**src/rtl/ahb_lite_master_xactor.sv**
```systemverilog
// AHB-lite single-transfer master transactor: request FIFO -> address phase -> data phase -> response.
// Handles HREADY wait states and the two-cycle ERROR response by withdrawing and re-issuing the address phase.
module ahb_lite_master_xactor #(
    parameter int ADDR_W     = 32,
    parameter int DATA_W     = 32,
    parameter int FIFO_DEPTH = 4
) (
    input  logic                            HCLK,
    input  logic                            HRESETn,
    input  logic                            req_valid,
    output logic                            req_ready,
    input  logic                            req_write,
    input  logic [ADDR_W-1:0]               req_addr,
    input  logic [2:0]                      req_size,
    input  logic [DATA_W-1:0]               req_wdata,
    output logic                            rsp_valid,
    output logic [DATA_W-1:0]               rsp_rdata,
    output logic                            rsp_error,
    output logic [$clog2(FIFO_DEPTH+2):0]   outstanding,
    output logic [ADDR_W-1:0]               HADDR,
    output logic                            HWRITE,
    output logic [2:0]                      HSIZE,
    output logic [2:0]                      HBURST,
    output logic [1:0]                      HTRANS,
    output logic [DATA_W-1:0]               HWDATA,
    input  logic                            HREADY,
    input  logic                            HRESP,
    input  logic [DATA_W-1:0]               HRDATA
);

    localparam int PTR_W    = $clog2(FIFO_DEPTH);
    localparam int MAX_SIZE = $clog2(DATA_W / 8);

    logic [ADDR_W-1:0] fifo_addr_r  [FIFO_DEPTH];
    logic              fifo_write_r [FIFO_DEPTH];
    logic [2:0]        fifo_size_r  [FIFO_DEPTH];
    logic [DATA_W-1:0] fifo_wdata_r [FIFO_DEPTH];
    logic [PTR_W:0]    wptr_r;
    logic [PTR_W:0]    rptr_r;

    logic              ap_valid_r;
    logic [DATA_W-1:0] ap_wdata_r;
    logic              dp_valid_r;
    logic              dp_write_r;
    logic              err_hold_r;

    logic [2:0]        size_clamped_s;
    logic [ADDR_W-1:0] addr_aligned_s;
    logic [PTR_W:0]    fifo_count_s;
    logic              fifo_full_s;
    logic              fifo_empty_s;
    logic              push_s;
    logic              advance_s;
    logic              complete_s;
    logic              ap_load_s;

    // Request sanitising and pipeline control decisions
    always_comb begin
        if (req_size > 3'(MAX_SIZE)) begin
            size_clamped_s = 3'(MAX_SIZE);
        end else begin
            size_clamped_s = req_size;
        end
        addr_aligned_s = req_addr & ({ADDR_W{1'b1}} << size_clamped_s);
        fifo_count_s   = wptr_r - rptr_r;
        fifo_full_s    = (fifo_count_s == (PTR_W+1)'(FIFO_DEPTH));
        fifo_empty_s   = (wptr_r == rptr_r);
        push_s         = req_valid && !fifo_full_s;
        // During the first ERROR cycle the address phase was withdrawn, so it must not advance.
        advance_s      = HREADY && !err_hold_r;
        complete_s     = dp_valid_r && HREADY;
        ap_load_s      = (!ap_valid_r || advance_s) && !fifo_empty_s;
    end

    assign req_ready = !fifo_full_s;
    assign HBURST    = 3'b000;

    // HTRANS is NONSEQ only for a live, non-withdrawn address phase
    always_comb begin
        if (ap_valid_r && !err_hold_r) begin
            HTRANS = 2'b10;
        end else begin
            HTRANS = 2'b00;
        end
    end

    // Request FIFO storage and pointers
    always_ff @(posedge HCLK or negedge HRESETn) begin
        if (!HRESETn) begin
            wptr_r <= '0;
            rptr_r <= '0;
            for (int i = 0; i < FIFO_DEPTH; i++) begin
                fifo_addr_r[i]  <= '0;
                fifo_write_r[i] <= 1'b0;
                fifo_size_r[i]  <= 3'd0;
                fifo_wdata_r[i] <= '0;
            end
        end else begin
            if (push_s) begin
                fifo_addr_r[wptr_r[PTR_W-1:0]]  <= addr_aligned_s;
                fifo_write_r[wptr_r[PTR_W-1:0]] <= req_write;
                fifo_size_r[wptr_r[PTR_W-1:0]]  <= size_clamped_s;
                fifo_wdata_r[wptr_r[PTR_W-1:0]] <= req_write ? req_wdata : '0;
                wptr_r <= wptr_r + (PTR_W+1)'(1);
            end
            if (ap_load_s) begin
                rptr_r <= rptr_r + (PTR_W+1)'(1);
            end
        end
    end

    // Address-phase register drives HADDR/HWRITE/HSIZE directly
    always_ff @(posedge HCLK or negedge HRESETn) begin
        if (!HRESETn) begin
            ap_valid_r <= 1'b0;
            HADDR      <= '0;
            HWRITE     <= 1'b0;
            HSIZE      <= 3'd0;
            ap_wdata_r <= '0;
        end else if (ap_load_s) begin
            ap_valid_r <= 1'b1;
            HADDR      <= fifo_addr_r[rptr_r[PTR_W-1:0]];
            HWRITE     <= fifo_write_r[rptr_r[PTR_W-1:0]];
            HSIZE      <= fifo_size_r[rptr_r[PTR_W-1:0]];
            ap_wdata_r <= fifo_wdata_r[rptr_r[PTR_W-1:0]];
        end else if (advance_s) begin
            ap_valid_r <= 1'b0;
        end
    end

    // Data-phase register and ERROR withdrawal flag
    always_ff @(posedge HCLK or negedge HRESETn) begin
        if (!HRESETn) begin
            dp_valid_r <= 1'b0;
            dp_write_r <= 1'b0;
            HWDATA     <= '0;
            err_hold_r <= 1'b0;
        end else begin
            if (advance_s) begin
                dp_valid_r <= ap_valid_r;
                dp_write_r <= HWRITE;
                if (ap_valid_r) begin
                    HWDATA <= ap_wdata_r;
                end
            end else if (complete_s) begin
                dp_valid_r <= 1'b0;
            end
            if (HREADY) begin
                err_hold_r <= 1'b0;
            end else if (dp_valid_r && HRESP) begin
                err_hold_r <= 1'b1;
            end
        end
    end

    // Response generation and outstanding-transfer count
    always_ff @(posedge HCLK or negedge HRESETn) begin
        if (!HRESETn) begin
            rsp_valid   <= 1'b0;
            rsp_rdata   <= '0;
            rsp_error   <= 1'b0;
            outstanding <= '0;
        end else begin
            rsp_valid <= complete_s;
            if (complete_s) begin
                rsp_rdata <= dp_write_r ? '0 : HRDATA;
                rsp_error <= HRESP;
            end else begin
                rsp_error <= 1'b0;
            end
            case ({push_s, complete_s})
                2'b10:   outstanding <= outstanding + 1'b1;
                2'b01:   outstanding <= outstanding - 1'b1;
                default: outstanding <= outstanding;
            endcase
        end
    end

endmodule

```
**config.mk**
```make
export PLATFORM = sky130hd
export DESIGN_NAME = ahb_lite_master_xactor
export DESIGN_NICKNAME = d
export VERILOG_FILES = /design/src/rtl/ahb_lite_master_xactor.sv
export SDC_FILE = /design/constraint.sdc
export NUM_CORES = 1
export LEC_CHECK = 0
export ABC_AREA = 1
export BUFFER_PORTS_ARGS = -buffer_cell sky130_fd_sc_hd__buf_2
export CORE_MARGIN = 2
export CORE_UTILIZATION = 44
export DETAILED_ROUTE_END_ITERATION = 16
export GPL_TIMING_DRIVEN = 0
export PLACE_DENSITY_LB_ADDON = 0.2
export SKIP_CTS_REPAIR_TIMING = 1
export SYNTH_ARGS = -nofsm -noshare
export SYNTH_HDL_FRONTEND = slang
export SYNTH_SLANG_ARGS = --single-unit
```
**constraint.sdc**
```tcl
create_clock -name HCLK -period 4.05 [get_ports HCLK]
set_clock_uncertainty 0.1 [all_clocks]
set_input_delay 0.2025 -clock HCLK [delete_from_list [all_inputs] [get_ports HCLK]]
set_output_delay 0.2025 -clock HCLK [all_outputs]
set_load 0.05 [all_outputs]
```
==> reports/summary.txt, run 1 <==
final net count -> 2,778
Fillers -> 4,114
first-pass GRT wire length -> 95,800 um
gr usage total -> 0.275
peak supply drop -> 0.524 mV
top cell type's share of synthesized area -> 0.549
Max Fclk -> 266 MHz
failing checks -> hold timing
ranking of synthesized cells by area -> dfrtp_1 55%, nand2_1 17%, nand4_1 8.8%
CTS sink cnt -> 420
layout cells sized above 1 -> 0.147
Data required, critical path -> 4.41 ns
GRT overflow -> 0
Arr. time, crit path -> 4.13 ns
Post-Route WL -> 63,100 um
status -> complete, but fails checks
vias in the first global route -> 16,900
Post-synth EDFFs -> 0
largest net degree at the start of global routing -> 112
Clk Latency, worst-skew pair -> 0.59 ns
Die W -> 212 um
cell accounting for the most synthesized area -> dfrtp_1
setup violators final -> 0
Syn Inst Count -> 2,308
WS Path Type -> flop to flop
Hold WS -> -0.0291 ns
detailed-placement wirelength estimate -> 42,800 um
core region area -> 0.0430 mm2
DRC viols -> 0
pwr dens -> 950 mW/mm2
CTS tree -> yes
CP max FO -> 10
Synth async-reset ratio -> 1.00
CTS root buffer -> clkbuf_16
#FFs+latches synth -> 420
clock-pin slew on the worst setup and hold paths -> 0.06 ns
max_cap viols -> 0
main flop type after synthesis -> dfrtp_1
H-tree Lvls -> 2
RSZ-0062 raised after global routing -> false
routability cong. -> 0.914
Hold Path Class -> input port to flop
Wirelength per Cell -> 19.2 um
io pins -> 217
post-route insts no fill -> 3,284
Initial Util -> 0.445
vias -> 18,000
Slew Limit Fails -> 0
Num CTS Buffers -> 46
initial antenna violation count -> 1
via/cell ratio -> 5.48
area delta synth->final -> 23.0%
1st-pass router iterations -> 6
number of diodes -> 0
Critical Path Start Type -> flop
CTS Buffer Depth -> 3
Die Ht -> 212 um
Final Critical Period -> 3.77 ns
Leakage Power -> 0.0123 uW
DR iter-0 viols -> 1,964
dpl cells -> 3,109
Reg area -> 0.0105 mm2
Seq/Total Area, Yosys -> 0.549
Final Hold Fails -> 21
Synth warnings -> 0
Setup TNS Final -> 0 ns
post-synthesis cell type count -> 27
Post-Syn Area -> 0.0191 mm2
Routed Antenna Nets -> 0
most common cell in the netlist -> nand2_1
critical path endpoint category -> flop
Multi-input gate area -> 0.00731 mm2
Slew HR -> 0.411
die area -> 0.0452 mm2
PortBufs -> 210
Final period util -> 0.930
row cnt -> 76
worst slew pin tran -> 0.884 ns
Mean Syn Cell Area -> 8.29 um2
top cells by count, synth -> 845 x nand2_1, 420 x dfrtp_1, 269 x nand4_1
==> sequential cells by signal, summed over array words and instances (netlist names), 12 cells and up <==
| signal | count |
|---|---|
| fifo_addr_r | 128 |
| fifo_wdata_r | 128 |
| HADDR | 32 |
| HWDATA | 32 |
| ap_wdata_r | 32 |
| rsp_rdata | 32 |
| fifo_size_r | 12 |
==> layout by cell type (no fill, tap or decap), types with 9 or more instances in the layout <==
master,count
nand2_1,845
dfrtp_1,420
buf_2,279
nand4_1,269
o21ai_0,223
nor2_1,142
inv_1,90
dlygate4sd3_1,90
clkbuf_1,89
o22ai_1,68
clkbuf_16,49
buf_4,26
buf_1,24
o21ai_1,15
clkinv_2,12
ha_1,10
clkbuf_8,9
==> path summary, 6_finish.rpt <==
path	startpoint	to	slack, ns	depth (start not counted)
max	rptr_r[1]	outstanding[3]	0.28	15
min	req_wdata[19]	fifo_wdata_r[19]	-0.03	5
max reg2reg	rptr_r[1]	outstanding[3]	0.28	15
min reg2reg	fifo_addr_r[35]	fifo_addr_r[35]	0.36	2
max in group asynchronous	HRESETn	fifo_wdata_r[27]	2.30	4
min in group asynchronous	HRESETn	ap_wdata_r[9]	0.13	2
==> through the flow <==
| stage | hold slack (ns) | total power, uW | cell area (um2) | worst slack (ns) | utilization |
|---|---|---|---|---|---|
| after CTS | -0.400 | 22200 | 22600 | 0.154 | 0.526 |
| final | -0.0291 | 22300 | 23500 | 0.284 | 0.547 |
| after global placement | 0.314 | 17500 | 20900 | -5.86 | 0.487 |
| after global routing | 0.000129 | 23700 | 23500 | 0.0817 | 0.547 |
| after detailed placement | 0.218 | 17700 | 21000 | 0.172 | 0.489 |
| after floorplan | -0.193 | 14200 | 19100 | 1.17 | - |
==> cell type report <==
| type | count | area share |
|---|---|---|
| repair buffers | 303 | 0.0869 |
| multi-input cells | 1595 | 0.311 |
| clock buffers | 66 | 0.0587 |
| plain buffers | 206 | 0.0418 |
| inverters | 90 | 0.0144 |
| well taps | 585 | 0.0311 |
| flip-flops and latches | 420 | 0.447 |
| clock inverters | 19 | 0.00957 |
==> critical path, stage by stage (launching register included) <==
cell and delay (ns):
dfrtp_1 0.52, inv_1 0.40, clkbuf_2 0.32, ha_1 0.30, a21oi_1 0.17, nand2_1 0.10, nand3_4 0.16, buf_4 0.21
nand2_1 0.18, ha_1 0.32, ha_1 0.34, nand2_1 0.08, nand2_1 0.06, o21a_1 0.18, o21bai_1 0.14, nand2_1 0.06
==> cell families after synthesis <==
kind of cell	share of synthesized area
AOI/OAI and AO/OA	0.0858
buffers and inverters	0.0690
other	0.000196
adders and majority gates	0.00759
DFF	0.549
and+or+nand+nor	0.286
xor gates and xnor gates	0.00183
==> report_power, final <==
group          internal, uW  leakage [uW]  switching, uW
Sequential             6100       0.00539            952
Clock                  2690      0.000796           1760
Combinational          2880       0.00609           7960
Total                 11700        0.0123          10700
==> routing by layer <==
metal  track usage  vias to the layer above  part of all wire
met4        0.0945                        4             0.027
met5        0.0167                        -            0.0017
met1         0.387                     8726              0.44
li1              -                     8361                 -
met3        0.0585                      125             0.083
met2         0.419                      777              0.45
No activity file was read; power rests on OpenSTA's default activity.
==> run 2: changes to the inputs <==
Settings changed: BUFFER_PORTS_ARGS -buffer_cell sky130_fd_sc_hd__buf_2 to not set, CORE_MARGIN 2 to not set, DONT_BUFFER_PORTS set to 1.
==> run 2 against run 1 <==
  * The flow finishes with violations (hold timing, slew limit)
  * Non-clock buffer count decreased by 202
  * Design area fell by 4.9%
  * Core utilization fell by 2.7 points
  * Sequential share of layout area is 2.3 points higher
  * Critical endpoint unchanged
  * Largest cell class unchanged
  * Largest power group is now sequential cells
==> reports/summary.txt, run 2 (synthesis results as in run 1) <==
status -> complete, but fails checks
failing checks -> hold timing, slew limit
vias -> 17,300
Leakage Power -> 0.0113 uW
Die Ht -> 210 um
Data required, critical path -> 4.42 ns
largest net degree at the start of global routing -> 421
detailed-placement wirelength estimate -> 41,800 um
Die W -> 210 um
row cnt -> 76
critical path endpoint category -> flop
H-tree Lvls -> 2
via/cell ratio -> 5.59
final net count -> 2,576
Final Hold Fails -> 420
GRT overflow -> 0
Fillers -> 4,192
Num CTS Buffers -> 46
Routed Antenna Nets -> 0
Max Fclk -> 260 MHz
core region area -> 0.0430 mm2
WS Path Type -> flop to flop
cell area after layout -> 0.0224 mm2
Setup TNS Final -> 0 ns
layout cells sized above 1 -> 0.0705
commonest non-fill, non-tap cells in the layout -> 845 x nand2_1, 420 x dfrtp_1, 269 x nand4_1, 223 x o21ai_0, 142 x nor2_1
met3 WL -> 5670 um
Post-Route WL -> 62,800 um
setup violators final -> 0
Largest regs -> fifo_addr_r (128), fifo_wdata_r (128)
CTS sink cnt -> 420
Arr. time, crit path -> 4.21 ns
DRC viols -> 0
CP max FO -> 10
pwr dens -> 962 mW/mm2
die area -> 0.0443 mm2
DR iter-0 viols -> 1,788
share of power burned in registers -> 0.412
commonest non-fill, non-tap cell in the layout -> nand2_1
initial antenna violation count -> 4
1st-pass router iterations -> 5
Final Critical Period -> 3.84 ns
area delta synth->final -> 16.9%
met1 wire length -> 27,200 um
Initial Util -> 0.445
Clock power frac -> 0.191
Hold WS -> -0.754 ns
Sw Pwr -> 10,600 uW
Comb power frac -> 0.397
RSZ-0062 raised after global routing -> false
Slew HR -> -0.0610
PortBufs -> 0
internal power -> 10,900 uW
clock-pin slew on the worst setup and hold paths -> 0.06 ns
CTS root buffer -> clkbuf_16
Clk Latency, worst-skew pair -> 0.60 ns
Slew Limit Fails -> 106
highest metal used -> met4
Critical Path Start Type -> flop
routability cong. -> 0.899
worst slew pin tran -> 1.59 ns
wire length on met2 -> 27,900 um
peak supply drop -> 0.458 mV
gr usage total -> 0.280
Wirelength per Cell -> 20.4 um
Hold Path Class -> input port to asynchronous set/reset pin
max_cap viols -> 0
Final Util -> 0.520
Switching Share -> 0.492
io pins -> 217
vias in the first global route -> 16,300
Placed Area -> 0.0199 mm2
CTS tree -> yes
first-pass GRT wire length -> 95,300 um
Final period util -> 0.948
CTS Buffer Depth -> 3
[run 2: changes by cell type in the layout (fill, tap and decap cells not counted), moves of 3 or more]
cell and change:
buf_2 -209, dlygate4sd3_1 +11, clkbuf_1 +7, diode_2 +5, bufinv_16 -4, buf_16 -3, clkinv_2 -3
[run 2: final cells by class]
type	instances	area, um2	area share
sequential	420	10500	0.470
multi-input combinational	1595	7310	0.327
clock buffer	70	1340	0.0600
timing repair buffer	101	1010	0.0452
buffer	206	983	0.0440
tap	585	732	0.0327
inverter	90	338	0.0151
clock inverter	14	123	0.00548
antenna	5	12.5	0.000560
[run 2: through the flow]
| stage | setup WS [ns] | cells | power (uW) |
|---|---|---|---|
| floorplan | 1.17 | 2311 | 14200 |
| global placement | 0.184 | 2896 | 16900 |
| detailed placement | 0.132 | 2896 | 17100 |
| CTS | 0.0960 | 2980 | 21300 |
| global route | 0.0506 | 3082 | 22800 |
| finish | 0.210 | 3086 | 21500 |
[run 2: final timing paths]
check,startpoint,to,cells after the start,slack (ns)
worst max register to register,rptr_r[1],outstanding[3],15,0.21
worst min-delay path,HRESETn,outstanding[2],0,-0.75
worst min register to register,fifo_addr_r[32],fifo_addr_r[32],2,0.37
worst max-delay path,rptr_r[1],outstanding[3],15,0.21
min in group HCLK,HREADY,rsp_rdata[9],3,0.05
max in group asynchronous,HRESETn,fifo_wdata_r[21],0,3.37
[run 2: critical path, stage by stage (launching register included)]
cell and delay [ns]:
dfrtp_1 0.52, inv_1 0.43, clkbuf_2 0.34, ha_1 0.31, a21oi_1 0.17, nand2_1 0.11
nand3_4 0.16, buf_4 0.21, nand2_1 0.18, ha_1 0.33, ha_1 0.34, nand2_1 0.08
nand2_1 0.06, o21a_1 0.18, o21bai_1 0.13, nand2_1 0.06
[run 2: layer usage]
| metal | up-vias | GRT usage |
|---|---|---|
| met3 | 135 | 0.0723 |
| met2 | 819 | 0.428 |
| li1 | 7970 | - |
| met5 | - | 0 |
| met1 | 8339 | 0.386 |
| met4 | 0 | 0.0935 |
[run 2: power by group through the flow]
| stage | Clock, uW | Combinational [uW] | Sequential, uW |
|---|---|---|---|
| after floorplan | 0 | 5640 | 8560 |
| after global placement | 0 | 8090 | 8840 |
| after detailed placement | 0 | 8250 | 8890 |
| after CTS | 4180 | 8280 | 8830 |
| after global routing | 4330 | 9410 | 9060 |
| final | 4110 | 8530 | 8860 |
==> run 3: changes to the inputs <==
Settings changed: CORE_ASPECT_RATIO set to 0.75.
==> run 3 against run 2 <==
  * The run ends with hold timing left
  * Sequential power about the same
  * Power down 1.1%
  * Combinational power down 0.7%
  * Core utilization up 0.32 points
  * Clock power down 4%
  * Global-route usage down 0.37 points
  * Register-to-register slack better by 0.04 ns
  * Fmax up 0.99%
  * Via count up 0.13%
  * Routed wire length down 0.65%
==> reports/summary.txt, run 3 (synthesis results as in run 1) <==
setup violators final -> 0
vias -> 17,300
detailed-placement wirelength estimate -> 41,600 um
largest net degree at the start of global routing -> 421
Wirelength per Cell -> 20.4 um
Final Critical Period -> 3.80 ns
commonest non-fill, non-tap cell in the layout -> nand2_1
number of diodes -> 0
dpl cells -> 2,880
Final Hold Fails -> 420
row cnt -> 65
Comb power frac -> 0.398
pwr dens -> 957 mW/mm2
CTS root buffer -> clkbuf_16
final net count -> 2,572
Clk Latency, worst-skew pair -> 0.56 ns
internal power -> 10,800 uW
Max Fclk -> 263 MHz
gr usage total -> 0.276
Setup TNS Final -> 0 ns
Largest regs -> fifo_addr_r (128), fifo_wdata_r (128)
status -> complete, but fails checks
io pins -> 217
Clock power frac -> 0.185
Switching Share -> 0.491
critical path endpoint category -> flop
WS Path Type -> flop to flop
CTS tree -> yes
CP max FO -> 16
post-route insts no fill -> 3,055
Final period util -> 0.939
routability cong. -> 0.875
Die Ht -> 183 um
initial antenna violation count -> 0
Leakage Power -> 0.0112 uW
via/cell ratio -> 5.66
cell area after layout -> 0.0222 mm2
Num CTS Buffers -> 44
Slew Limit Fails -> 0
Die W -> 243 um
PortBufs -> 0
core region area -> 0.0425 mm2
Hold Path Class -> input port to asynchronous set/reset pin
commonest non-fill, non-tap cells in the layout -> 845 x nand2_1, 420 x dfrtp_1, 269 x nand4_1, 223 x o21ai_0, 142 x nor2_1
Initial Util -> 0.451
H-tree Lvls -> 2
Placed Area -> 0.0199 mm2
die area -> 0.0443 mm2
Data required, critical path -> 4.39 ns
Arr. time, crit path -> 4.14 ns
DRC viols -> 0
GRT overflow -> 0
DR iter-0 viols -> 2,054
Pwr Total -> 21,300 uW
1st-pass router iterations -> 6
first-pass GRT wire length -> 95,800 um
area delta synth->final -> 16.2%
CTS sink cnt -> 420
Critical Path Start Type -> flop
Sw Pwr -> 10,400 uW
vias in the first global route -> 16,400
CTS Buffer Depth -> 3
reg2reg path depth -> 14
worst slew pin tran -> 1.03 ns
failing checks -> hold timing
RSZ-0062 raised after global routing -> false
share of power burned in registers -> 0.417
clock-pin slew on the worst setup and hold paths -> 0.06 ns
Routed Antenna Nets -> 0
Hold WS -> -0.756 ns
peak supply drop -> 0.384 mV
Post-Route WL -> 62,400 um
max_cap viols -> 0
Slew HR -> 0.311
layout cells sized above 1 -> 0.0680
-- run 3: cell types whose count changed in the layout (fill, tap and decap cells not counted) --
cell and delta:
diode_2 -5, clkbuf_8 +4, clkinv_2 -4, clkbuf_1 -2, clkbuf_16 -2, clkinv_8 -2
bufinv_16 -1, clkbuf_2 -1, clkinvlp_4 -1, dlygate4sd3_1 -1
-- run 3: worst paths after layout --
| path | slack, ns | endpoint | startpoint |
|---|---|---|---|
| max | 0.25 | outstanding[3] | rptr_r[1] |
| min | -0.76 | HWDATA[11] | HRESETn |
| max reg2reg | 0.25 | outstanding[3] | rptr_r[1] |
| min reg2reg | 0.37 | fifo_addr_r[56] | fifo_addr_r[56] |
| max in group asynchronous | 3.75 | fifo_addr_r[56] | HRESETn |
| min in group HCLK | 0.07 | rsp_rdata[6] | HREADY |
-- run 3: power groups by stage --
stage	logic [uW]	registers, uW	clock network (uW)
4_1_cts	8230	8840	3980
6_report	8470	8860	3930
5_1_grt	9360	9060	4160
2_1_floorplan	5640	8560	0
3_5_place_dp	8190	8900	0
3_3_place_gp	7980	8840	0
-- run 3: cell type report --
class | instances | area [um2]
sequential | 420 | 10500
tap | 569 | 712
clock buffer | 70 | 1340
inverter | 90 | 338
clock inverter | 6 | 32.5
buffer | 205 | 978
fill | 4022 | 20200
multi-input combinational | 1595 | 7310
timing repair buffer | 100 | 1000
-- run 3: through the flow --
step / hold WS (ns) / worst slack [ns] / utilization
after floorplan: -0.193 / 1.17 / -
after global placement: -0.168 / 0.240 / 0.468
after detailed placement: -0.167 / 0.107 / 0.468
after CTS: -0.755 / 0.0989 / 0.500
after global routing: -0.771 / 0.0987 / 0.523
final: -0.756 / 0.248 / 0.523
-- run 3: layer usage --
layer | wire [um] | share of wire | GRT usage
met4 | 1840 | 0.029 | 0.0976
met3 | 5420 | 0.087 | 0.0546
met5 | 0 | 0 | 0
met2 | 27100 | 0.43 | 0.412
met1 | 28100 | 0.45 | 0.399
-- run 3: worst max-delay path, stage by stage (launching register included) --
cell	delay, ns
dfrtp_1	0.49
inv_1	0.63
ha_1	0.40
a21oi_1	0.17
nand2_1	0.11
nand3_4	0.12
buf_4	0.20
nand2_1	0.25
ha_1	0.37
ha_1	0.33
nand2_1	0.09
nand2_1	0.06
o21a_1	0.18
o21bai_1	0.13
nand2_1	0.06
